### config.mk
export PLATFORM = sky130hd
export DESIGN_NAME = velocidade_display_mux_flat
export DESIGN_NICKNAME = d
export VERILOG_FILES = /design/src/rtl/velocidade_display_mux_if.sv /design/src/rtl/velocidade_display_mux.sv /design/src/flat_wrapper.sv
export SDC_FILE = /design/constraint.sdc
export NUM_CORES = 1
export LEC_CHECK = 0
export CAP_MARGIN = 25
export CORE_MARGIN = 5
export CORE_UTILIZATION = 50
export CTS_CLUSTER_DIAMETER = 40
export DETAILED_ROUTE_END_ITERATION = 7
export GPL_TIMING_DRIVEN = 0
export PLACE_DENSITY = 0.7
export SYNTH_ARGS = -nofsm -noshare
export SYNTH_HDL_FRONTEND = slang
export SYNTH_SLANG_ARGS = --single-unit
### constraint.sdc
create_clock -name clk -period 2.7 [get_ports clk]
set_input_delay 0.405 -clock clk [delete_from_list [all_inputs] [get_ports clk]]
set_output_delay 0.405 -clock clk [all_outputs]
set_load 0.1 [all_outputs]
### src/rtl/velocidade_display_mux_if.sv
// Speed capture interface between the speed-control logic (master) and
// the display multiplexer (slave).
//
// Signals:
//   speed_in    - binary speed, SPEED_W bits, driven by the master
//   speed_valid - capture request, driven by the master
//   speed_ready - slave is idle and will take speed_in this cycle
//
// Handshake: a transfer happens on the rising clock edge where speed_valid
// and speed_ready are both 1. The slave drops speed_valid while
// speed_ready is 0; nothing is queued. The master does not need to hold
// speed_valid until it is accepted, so a request raised while the slave
// is busy is simply lost.
interface velocidade_display_mux_if #(
    parameter int SPEED_W = 7
);
    logic [SPEED_W-1:0] speed_in;
    logic               speed_valid;
    logic               speed_ready;

    modport master (
        output speed_in,
        output speed_valid,
        input  speed_ready
    );

    modport slave (
        input  speed_in,
        input  speed_valid,
        output speed_ready
    );
endinterface

### src/rtl/velocidade_display_mux.sv
// Speed display multiplexer.
//
// Takes a binary speed value over a valid/ready interface and converts it
// to BCD one bit per clock (shift-add-3). It then scans NUM_DIGITS
// active-low 7-segment digits, blanking leading zeros. While the committed
// speed is above LIMIT, the whole display blinks.
//
// Ports:
//   clk       - system clock, all state changes on the rising edge
//   reset     - asynchronous, active-high reset
//   speed_bus - slave side of velocidade_display_mux_if
//               (speed_in, speed_valid, speed_ready)
//   seg       - segments {g,f,e,d,c,b,a}, active-low, registered
//   digit_en  - one-hot active-low digit enables, bit 0 = units, registered
//   overspeed - committed value > LIMIT, registered
//   sat       - last committed value was clamped to the display maximum
//   fsm_state - converter state (0 idle, 1 convert, 2 commit), for observation
module velocidade_display_mux #(
    parameter int SPEED_W     = 7,
    parameter int NUM_DIGITS  = 2,
    parameter int SCAN_DIV    = 50000,
    parameter int BLINK_SCANS = 64,
    parameter int LIMIT       = 80
) (
    input  logic                     clk,
    input  logic                     reset,
    velocidade_display_mux_if.slave  speed_bus,
    output logic [6:0]               seg,
    output logic [NUM_DIGITS-1:0]    digit_en,
    output logic                     overspeed,
    output logic                     sat,
    output logic [1:0]               fsm_state
);

    localparam int BCD_W = 4 * NUM_DIGITS;
    localparam int MAXV  = (NUM_DIGITS == 1) ? 9 :
                           (NUM_DIGITS == 2) ? 99 :
                           (NUM_DIGITS == 3) ? 999 : 9999;
    localparam int CNT_W = $clog2(SPEED_W + 1);
    localparam int DIV_W = $clog2(SCAN_DIV);
    localparam int IDX_W = (NUM_DIGITS > 1) ? $clog2(NUM_DIGITS) : 1;
    localparam int RND_W = $clog2(BLINK_SCANS + 1);

    typedef enum logic [1:0] {
        IDLE    = 2'd0,
        CONVERT = 2'd1,
        COMMIT  = 2'd2
    } state_t;

    state_t             state;
    logic               ready_q;
    logic [SPEED_W-1:0] work_bin;
    logic [BCD_W-1:0]   work_bcd;
    logic [BCD_W-1:0]   next_bcd;
    logic [CNT_W-1:0]   bit_cnt;
    logic               pend_sat;
    logic               pend_ovs;
    logic [BCD_W-1:0]   disp_bcd;

    logic [DIV_W-1:0]   div;
    logic [IDX_W-1:0]   idx;
    logic [RND_W-1:0]   rounds;
    logic               phase_on;

    logic               clamp_now;
    logic [SPEED_W-1:0] cap_val;
    logic               cap_ovs;
    logic               ovs_fall;
    logic               div_wrap;
    logic               round_wrap;

    logic [3:0]         cur_digit;
    logic               hi_zero;
    logic               blank_lead;
    logic [NUM_DIGITS-1:0] en_next;

    assign speed_bus.speed_ready = ready_q;
    assign fsm_state             = state;

    // Clamp at capture so the BCD register can never overflow.
    assign clamp_now = 32'(speed_bus.speed_in) > 32'(MAXV);
    assign cap_val   = clamp_now ? SPEED_W'(MAXV) : speed_bus.speed_in;
    assign cap_ovs   = 32'(cap_val) > 32'(LIMIT);

    // One double-dabble step: correct each nibble >= 5 by +3, then shift the
    // whole BCD word left with the next binary MSB entering at the bottom.
    // The carry out of the top nibble is always 0 thanks to the clamp.
    always_comb begin
        logic [3:0] nib;
        logic       carry;
        next_bcd = '0;
        carry    = work_bin[SPEED_W-1];
        for (int k = 0; k < NUM_DIGITS; k++) begin
            nib = work_bcd[4*k +: 4];
            if (nib >= 4'd5) nib = nib + 4'd3;
            next_bcd[4*k +: 4] = {nib[2:0], carry};
            carry = nib[3];
        end
    end

    // Converter FSM. The display only ever sees disp_bcd, which changes
    // in COMMIT, so partial conversion results never reach the pins.
    always_ff @(posedge clk or posedge reset) begin
        if (reset) begin
            state     <= IDLE;
            ready_q   <= 1'b1;
            work_bin  <= '0;
            work_bcd  <= '0;
            bit_cnt   <= '0;
            pend_sat  <= 1'b0;
            pend_ovs  <= 1'b0;
            disp_bcd  <= '0;
            overspeed <= 1'b0;
            sat       <= 1'b0;
        end else begin
            case (state)
                IDLE: begin
                    if (speed_bus.speed_valid) begin
                        work_bin <= cap_val;
                        work_bcd <= '0;
                        bit_cnt  <= '0;
                        pend_sat <= clamp_now;
                        pend_ovs <= cap_ovs;
                        ready_q  <= 1'b0;
                        state    <= CONVERT;
                    end
                end
                CONVERT: begin
                    work_bcd <= next_bcd;
                    work_bin <= work_bin << 1;
                    bit_cnt  <= bit_cnt + CNT_W'(1);
                    if (bit_cnt == CNT_W'(SPEED_W - 1)) state <= COMMIT;
                end
                COMMIT: begin
                    disp_bcd  <= work_bcd;
                    overspeed <= pend_ovs;
                    sat       <= pend_sat;
                    ready_q   <= 1'b1;
                    state     <= IDLE;
                end
                default: begin
                    ready_q <= 1'b1;
                    state   <= IDLE;
                end
            endcase
        end
    end

    assign ovs_fall   = (state == COMMIT) && overspeed && !pend_ovs;
    assign div_wrap   = (div == DIV_W'(SCAN_DIV - 1));
    assign round_wrap = div_wrap && (idx == IDX_W'(NUM_DIGITS - 1));

    // Scan divider, digit index and blink phase. The blink counter runs
    // all the time; its phase only matters while overspeed is set.
    always_ff @(posedge clk or posedge reset) begin
        if (reset) begin
            div      <= '0;
            idx      <= '0;
            rounds   <= '0;
            phase_on <= 1'b1;
        end else begin
            if (div_wrap) begin
                div <= '0;
                idx <= (idx == IDX_W'(NUM_DIGITS - 1)) ? '0 : idx + IDX_W'(1);
            end else begin
                div <= div + DIV_W'(1);
            end

            // Leaving overspeed restarts the blink cycle lit.
            if (ovs_fall) begin
                rounds   <= '0;
                phase_on <= 1'b1;
            end else if (round_wrap) begin
                if (rounds == RND_W'(BLINK_SCANS - 1)) begin
                    rounds   <= '0;
                    phase_on <= ~phase_on;
                end else begin
                    rounds <= rounds + RND_W'(1);
                end
            end
        end
    end

    // Select the current digit and decide on leading-zero blanking:
    // digit idx>0 is dark when it and every higher digit are zero.
    always_comb begin
        cur_digit = 4'd0;
        hi_zero   = 1'b1;
        for (int k = 0; k < NUM_DIGITS; k++) begin
            if (IDX_W'(k) == idx) cur_digit = disp_bcd[4*k +: 4];
            if (k >= int'(idx) && disp_bcd[4*k +: 4] != 4'd0) hi_zero = 1'b0;
        end
        blank_lead = (idx != '0) && hi_zero;
        en_next    = ~(NUM_DIGITS'(1) << idx);
    end

    function automatic logic [6:0] seg_code(input logic [3:0] d);
        case (d)
            4'd0:    seg_code = 7'b1000000;
            4'd1:    seg_code = 7'b1111001;
            4'd2:    seg_code = 7'b0100100;
            4'd3:    seg_code = 7'b0110000;
            4'd4:    seg_code = 7'b0011001;
            4'd5:    seg_code = 7'b0010010;
            4'd6:    seg_code = 7'b0000010;
            4'd7:    seg_code = 7'b1111000;
            4'd8:    seg_code = 7'b0000000;
            4'd9:    seg_code = 7'b0010000;
            default: seg_code = 7'b1111111;
        endcase
    endfunction

    // Registered pin drivers: they follow the scan index one cycle late.
    always_ff @(posedge clk or posedge reset) begin
        if (reset) begin
            seg      <= 7'b1111111;
            digit_en <= '1;
        end else begin
            digit_en <= en_next;
            if (blank_lead || (overspeed && !phase_on)) seg <= 7'b1111111;
            else                                        seg <= seg_code(cur_digit);
        end
    end

endmodule
### src/flat_wrapper.sv
// flat-port wrapper written by rule: the top's interface ports become plain ports
module velocidade_display_mux_flat 
#(
    parameter int SPEED_W     = 7,
    parameter int NUM_DIGITS  = 2,
    parameter int SCAN_DIV    = 50000,
    parameter int BLINK_SCANS = 64,
    parameter int LIMIT       = 80
)
  (clk, reset, seg, digit_en, overspeed, sat, fsm_state, speed_bus_speed_in, speed_bus_speed_valid, speed_bus_speed_ready);
  velocidade_display_mux_if #(.SPEED_W(SPEED_W)) speed_bus_i ();
  input  logic clk;
  input  logic reset;
  output logic [6:0] seg;
  output logic [NUM_DIGITS-1:0] digit_en;
  output logic overspeed;
  output logic sat;
  output logic [1:0] fsm_state;
  input wire logic [$bits(speed_bus_i.speed_in)-1:0] speed_bus_speed_in;
  input wire logic [$bits(speed_bus_i.speed_valid)-1:0] speed_bus_speed_valid;
  output wire logic [$bits(speed_bus_i.speed_ready)-1:0] speed_bus_speed_ready;
  assign speed_bus_i.speed_in = speed_bus_speed_in;
  assign speed_bus_i.speed_valid = speed_bus_speed_valid;
  assign speed_bus_speed_ready = speed_bus_i.speed_ready;
  velocidade_display_mux #(.SPEED_W(SPEED_W), .NUM_DIGITS(NUM_DIGITS), .SCAN_DIV(SCAN_DIV), .BLINK_SCANS(BLINK_SCANS), .LIMIT(LIMIT)) u_core (.clk(clk), .reset(reset), .speed_bus(speed_bus_i), .seg(seg), .digit_en(digit_en), .overspeed(overspeed), .sat(sat), .fsm_state(fsm_state));
endmodule
# Word-level counts from Yosys, hierarchy flattened
# Memories as Yosys holds them, arrays and structs flattened.
# Index checks and enable logic that the tools add are counted.
[totals]
regBits = 67
latchBits = 0
mem_bits_rw = 0
rom_bits = 112
input_bits = 10
output_inout_bits = 14
wordCells = 85
mem_count = 1
[classes]
add_sub_neg = 6
n_mul = 0
div = 0
order_cmp = 5
eq_ne = 7
n_shift = 1
mux = 26
n_bitwise = 3
n_reduce_logical = 20
[memory_table]
columns = ["memory", "words", "width", "read_ports", "rd_ports_with_merged_regs", "wr", "line_no", "text"]
rows = [
  ["(name not given)", 16, 7, 1, 0, 0, "velocidade_display_mux.sv:198", "case (d)"],
]
[ops]
columns = ["op", "count"]
rows = [
  ["2-to-1 mux 7 bit", 6],
  ["adder 16 x 1 -> 16 bit, second input constant", 1],
  ["equality test 16 bit, second input constant", 1],
  ["2-to-1 mux 16 bit", 1],
  ["one-hot mux 8 bit (2 select lines)", 1],
  ["greater-than comparator 7 bit, second input constant", 2],
  ["one-hot mux 7 bit (2 select lines)", 1],
  ["AND reduction 2 bit", 5],
  ["greater-or-equal comparator 4 x 3 -> 1 bit, second input constant", 2],
  ["2-to-1 mux 4 bit", 2],
  ["2-to-1 mux 8 bit", 1],
  ["nonzero test 4 bit", 2],
  ["adder 7 x 1 -> 7 bit, second input constant", 1],
  ["equality test 7 x 6 -> 1 bit, second input constant", 1],
  ["2-to-1 mux 1 bit", 7],
  ["logical AND 1 bit", 6],
  ["2-to-1 mux 3 bit", 2],
  ["one-hot mux 3 bit (2 select lines)", 1],
  ["nonzero test 2 bit", 3],
  ["adder 4 x 2 -> 4 bit, second input constant", 1],
  ["2-to-1 mux 2 bit", 2],
  ["one-hot mux 2 bit (2 select lines)", 1],
  ["adder 3 x 1 -> 3 bit, second input constant", 1],
  ["adder 3 x 2 -> 3 bit, second input constant", 1],
  ["other kinds (14)", 16],
]

# Longest topological paths before layout
[logic_depth]
ltp_word = 7
depth_mapped = 7
mapped_depth_nobuf = 6

# Worst setup path after synthesis
# No wires, ideal clock.
[synth_timing]
path_type = "reg2reg"
start = "register u_core.state[0] (netlist: u_core.fsm_state[0])"
end = "register u_core.disp_bcd[2]"
setup_time_ns = 0.125
arrival_ns = 1.935
t_required_ns = 2.575
slack_ns = 0.640
stages_incl_launch_ff = 5
n_path_buf = 2
synth_period_minus_slack_ns = 2.060
path_cell_list = "dfrtp_1 -> nand2b_1 -> buf_6 -> clkbuf_1 -> mux2_2"
[synth_via]
elab_chain_len = 1
[synth_lines]
columns = ["item", "line_no", "text"]
rows = [
  ["start: declaration", "velocidade_display_mux.sv:50", "state_t state;"],
  ["start signal: assignment", "velocidade_display_mux.sv:105", "state <= IDLE;"],
  ["start signal: assignment", "velocidade_display_mux.sv:125", "state <= CONVERT;"],
  ["start signal: assignment", "velocidade_display_mux.sv:132", "if (bit_cnt == CNT_W'(SPEED_W - 1)) state <= COMMIT;"],
  ["equality test 2 bit", "velocidade_display_mux.sv:116", "case (state)"],
  ["end signal: assignment", "velocidade_display_mux.sv:135", "disp_bcd <= work_bcd;"],
  ["end: declaration", "velocidade_display_mux.sv:58", "logic [BCD_W-1:0] disp_bcd;"],
]
# No other way between the ends.
# A chain may end at the register's enable or synchronous reset.

# Worst setup path in the final report
[layout_timing]
start = "register u_core.state[0] (netlist: u_core.fsm_state[0])"
end = "output fsm_state[0]"
[layout_lines]
columns = ["item", "line_no", "text"]
rows = [
  ["end: declaration", "flat_wrapper.sv:18", "output logic [1:0] fsm_state;"],
]
# No word-level cell between the ends.

==> impl_metrics.toml <==
[status]
status = "finished, final reports clean"

[grt]
grt_max_degree = 36
antenna_found_initial = 0
grt_pass1_vias = 2363
grtUsageTotal_pct = 16.4
grt_overflow = 0
grt_pass1_wl_um = 11100

[logic_synthesis]
synth_edf_count = 0
yosys_warnings = 0
synth_ff_type = "dfrtp_1"
syn_nets = 331
async_flop_share_pct = 100
synth-seq-cells = 67
synth-seq-area-share_pct = 51.3
syn_area_per_cell_um2 = 10.7
synth_cells = 308
synth_area_mm2 = 0.00329
yosysUniqueCellTypes = 47

[hold_path]
min_from = "u_core.idx$_DFFE_PP0N_"
hold_end = "u_core.digit_en[0]$_DFF_PP1_"
hold_depth = 0
hp-class = "register to register"

[final_layout]
diodes = 0
drive_above_1_share_pct = 14.9
finish.instance_area_mm2 = 0.00390
nets = 366
area_delta_synth_final_pct = 18.3
final_util_pct = 61.0

[die]
die_y_um = 91.2
num_rows = 29
start_util_pct = 51.6
die_w_um = 91.2
io_pins = 24
core_mm2 = 0.00639
die-area_mm2 = 0.00831

[power]
p_leak_nw = 1.73
vdd_ir_drop_max_mv = 0.621
p_per_area_mw_per_mm2 = 1020

[route]
ant_nets = 0
routed_wl_um = 6200
viasPerCell = 5.52
wl_per_cell_um = 14.6
num_vias = 2348
first_iter_violations = 57
drc_errors = 0
firstDrtPassIters = 4

[critical_path]
arrival_ns = 2.02
critPathRequiredTime_ns = 2.30
reg2reg_from = "u_core.div[10]$_DFF_PP0_"
path_cells = "clkdlybuf4s50_1"
cpMaxStageDelayCell = "clkdlybuf4s50_1"
reg2reg_depth = 4
end_kind = "output port"
worst-path-buf-inv = 1
cp_max_fo = 8
startpoint_type = "register"
worst_path_largest_cell_delay_ns = 1.19
r2r-end = "u_core.rounds[3]$_DFFE_PP0P_"
r2r_setup_slack_ns = 0.90
critical_path_class = "register to output port"
critPathTopFamily = "buffers and inverters"

[sta]
finalHoldViolCount = 0
slew_headroom_pct = 34.2
min_period_ns = 2.42
finalSetupTns_ns = 0
skew_ns = 0.00507
setup_ws_ns = 0.275
setup_viol = 0
timing.final.crit_share_pct = 89.8
report.final.slew_viol_count = 0
fmax_mhz = 412
tightest_slew_ns = 0.984
rsz0062_at_grt = "false"

[cts]
clockBufferDepth = 2
cts-resized-gates = 0
post_cts_buffers = 0
insertion_delay_ns = 0.34
path_clk_slew_ns = 0.07
cts_hold_buffers = 0
cts_tree = "built"
cts_inserted_buffers = 9
htreeDepth = 3
cts_sinks = 67
ctsRootBufferMaster = "clkbuf_8"

[placement]
gp_congestion = 0.831
pre_cts_ws_ns = 0.647
numPortBuffers = 23
dpl.hpwl_um = 4420
placed_cell_area_mm2 = 0.00364

[flow_run]
drv_cap = 0
==> power breakdown <==
| part | internal [mW] | total (mW) | switching (mW) |
|---|---|---|---|
| sequential | 1.28 | 1.44 | 0.167 |
| combinational | 0.495 | 1.45 | 0.953 |
| clock | 0.706 | 1.09 | 0.381 |
| total | 2.48 | 3.98 | 1.50 |
==> metrics by stage <==
| step | power (mW) | hold WS (ns) | instances |
|---|---|---|---|
| after floorplan | 2.58 | 0.369 | 308 |
| after global placement | 2.88 | 0.378 | 408 |
| after detailed placement | 2.92 | 0.380 | 409 |
| after CTS | 4.02 | 0.392 | 425 |
| after global routing | 4.24 | 0.418 | 425 |
| final | 3.98 | 0.393 | 425 |
==> worst register-to-register path, cell delays in order (launching register included) <==
cell     delay [ns]
dfrtp_1        0.45
nor4b_4        0.46
nand4_4        0.22
or4_1          0.50
o21ai_1        0.10
==> per-layer routing <==
metal / routed length (um) / global-route usage, %
met1: 2790 / 20.4
met2: 3070 / 26.9
met3: 219 / 4.38
met4: 119 / 7.09
met5: 0 / 0
==> worst max-delay path by stage <==
stage                               startpoint                            end  depth (start not counted)
2_1_floorplan                            reset  u_core.bit_cnt[0]$_DFFE_PP0P_                          1
3_3_place_gp                             reset       u_core.div[12]$_DFF_PP0_                          2
3_5_place_dp   u_core.fsm_state[0]$_DFFE_PP0P_                   fsm_state[0]                          1
4_1_cts        u_core.fsm_state[0]$_DFFE_PP0P_                   fsm_state[0]                          1
5_1_grt        u_core.fsm_state[0]$_DFFE_PP0P_                   fsm_state[0]                          1
6_report       u_core.fsm_state[0]$_DFFE_PP0P_                   fsm_state[0]                          1
==> cells by family after synthesis <==
family / share of synthesized area, %
buffers and inverters: 3.00
DFF: 51.3
AOI/OAI and AO/OA: 10.9
and+or+nand+nor: 18.8
adders and majority gates: 4.94
muxes: 6.73
xor gates and xnor gates: 4.26
==> synth_stat cells, drive strengths merged, types with 4 or more instances <==
master  count  area [um2]
dfrtp      56        1400
nand2      34         128
o21ai      29         145
nor2       17        63.8
a21oi      16        80.1
xnor2      15         131
ha         13         163
inv        12        45.0
mux2i      12         120
dfstp      11         289
nand3      10        50.1
mux2        9         101
nand4       7        58.8
nor3        7        35.0
clkbuf      6        32.5
a22o        5        43.8
and4        5        47.6
nand2b      5        31.3
and3        4        25.0
or3         4        31.3
==> state kept, by name, indices dropped and copies added (netlist names) <==
signal,cells
u_core.sat,1
u_core.fsm_state,2
u_core.pend_ovs,1
u_core.overspeed,1
u_core.rounds,7
u_core.idx,1
u_core.seg,7
u_core.pend_sat,1
u_core.work_bin,7
u_core.disp_bcd,8
u_core.speed_bus.speed_ready,1
u_core.work_bcd,8
u_core.digit_en,2
u_core.bit_cnt,3
u_core.div,16
u_core.phase_on,1
==> final cells by class <==
cell class / count / area [um2]
clock buffer: 11 / 131
clock inverter: 5 / 125
multi-input combinational: 220 / 1500
tap: 77 / 96.3
buffer: 9 / 53.8
timing repair buffer: 24 / 250
sequential: 67 / 1690
inverter: 12 / 45.0
fill: 529 / 2490
==> cells in the final DEF (no fill, tap or decap), types with 4 or more instances in the layout <==
cell type / n
nor2_1: 17
nand2_1: 34
clkbuf_8: 10
clkbuf_1: 7
nand2b_1: 5
clkdlybuf4s50_1: 23
nand3_1: 10
nand4_1: 6
and3_1: 4
dfstp_2: 11
nor3_1: 7
dfrtp_1: 56
ha_1: 13
xnor2_1: 15
a22o_1: 5
o21ai_0: 27
mux2_2: 9
mux2i_1: 12
a21oi_1: 16
bufinv_16: 4
inv_1: 11
Power figures use the tool's default switching activity.
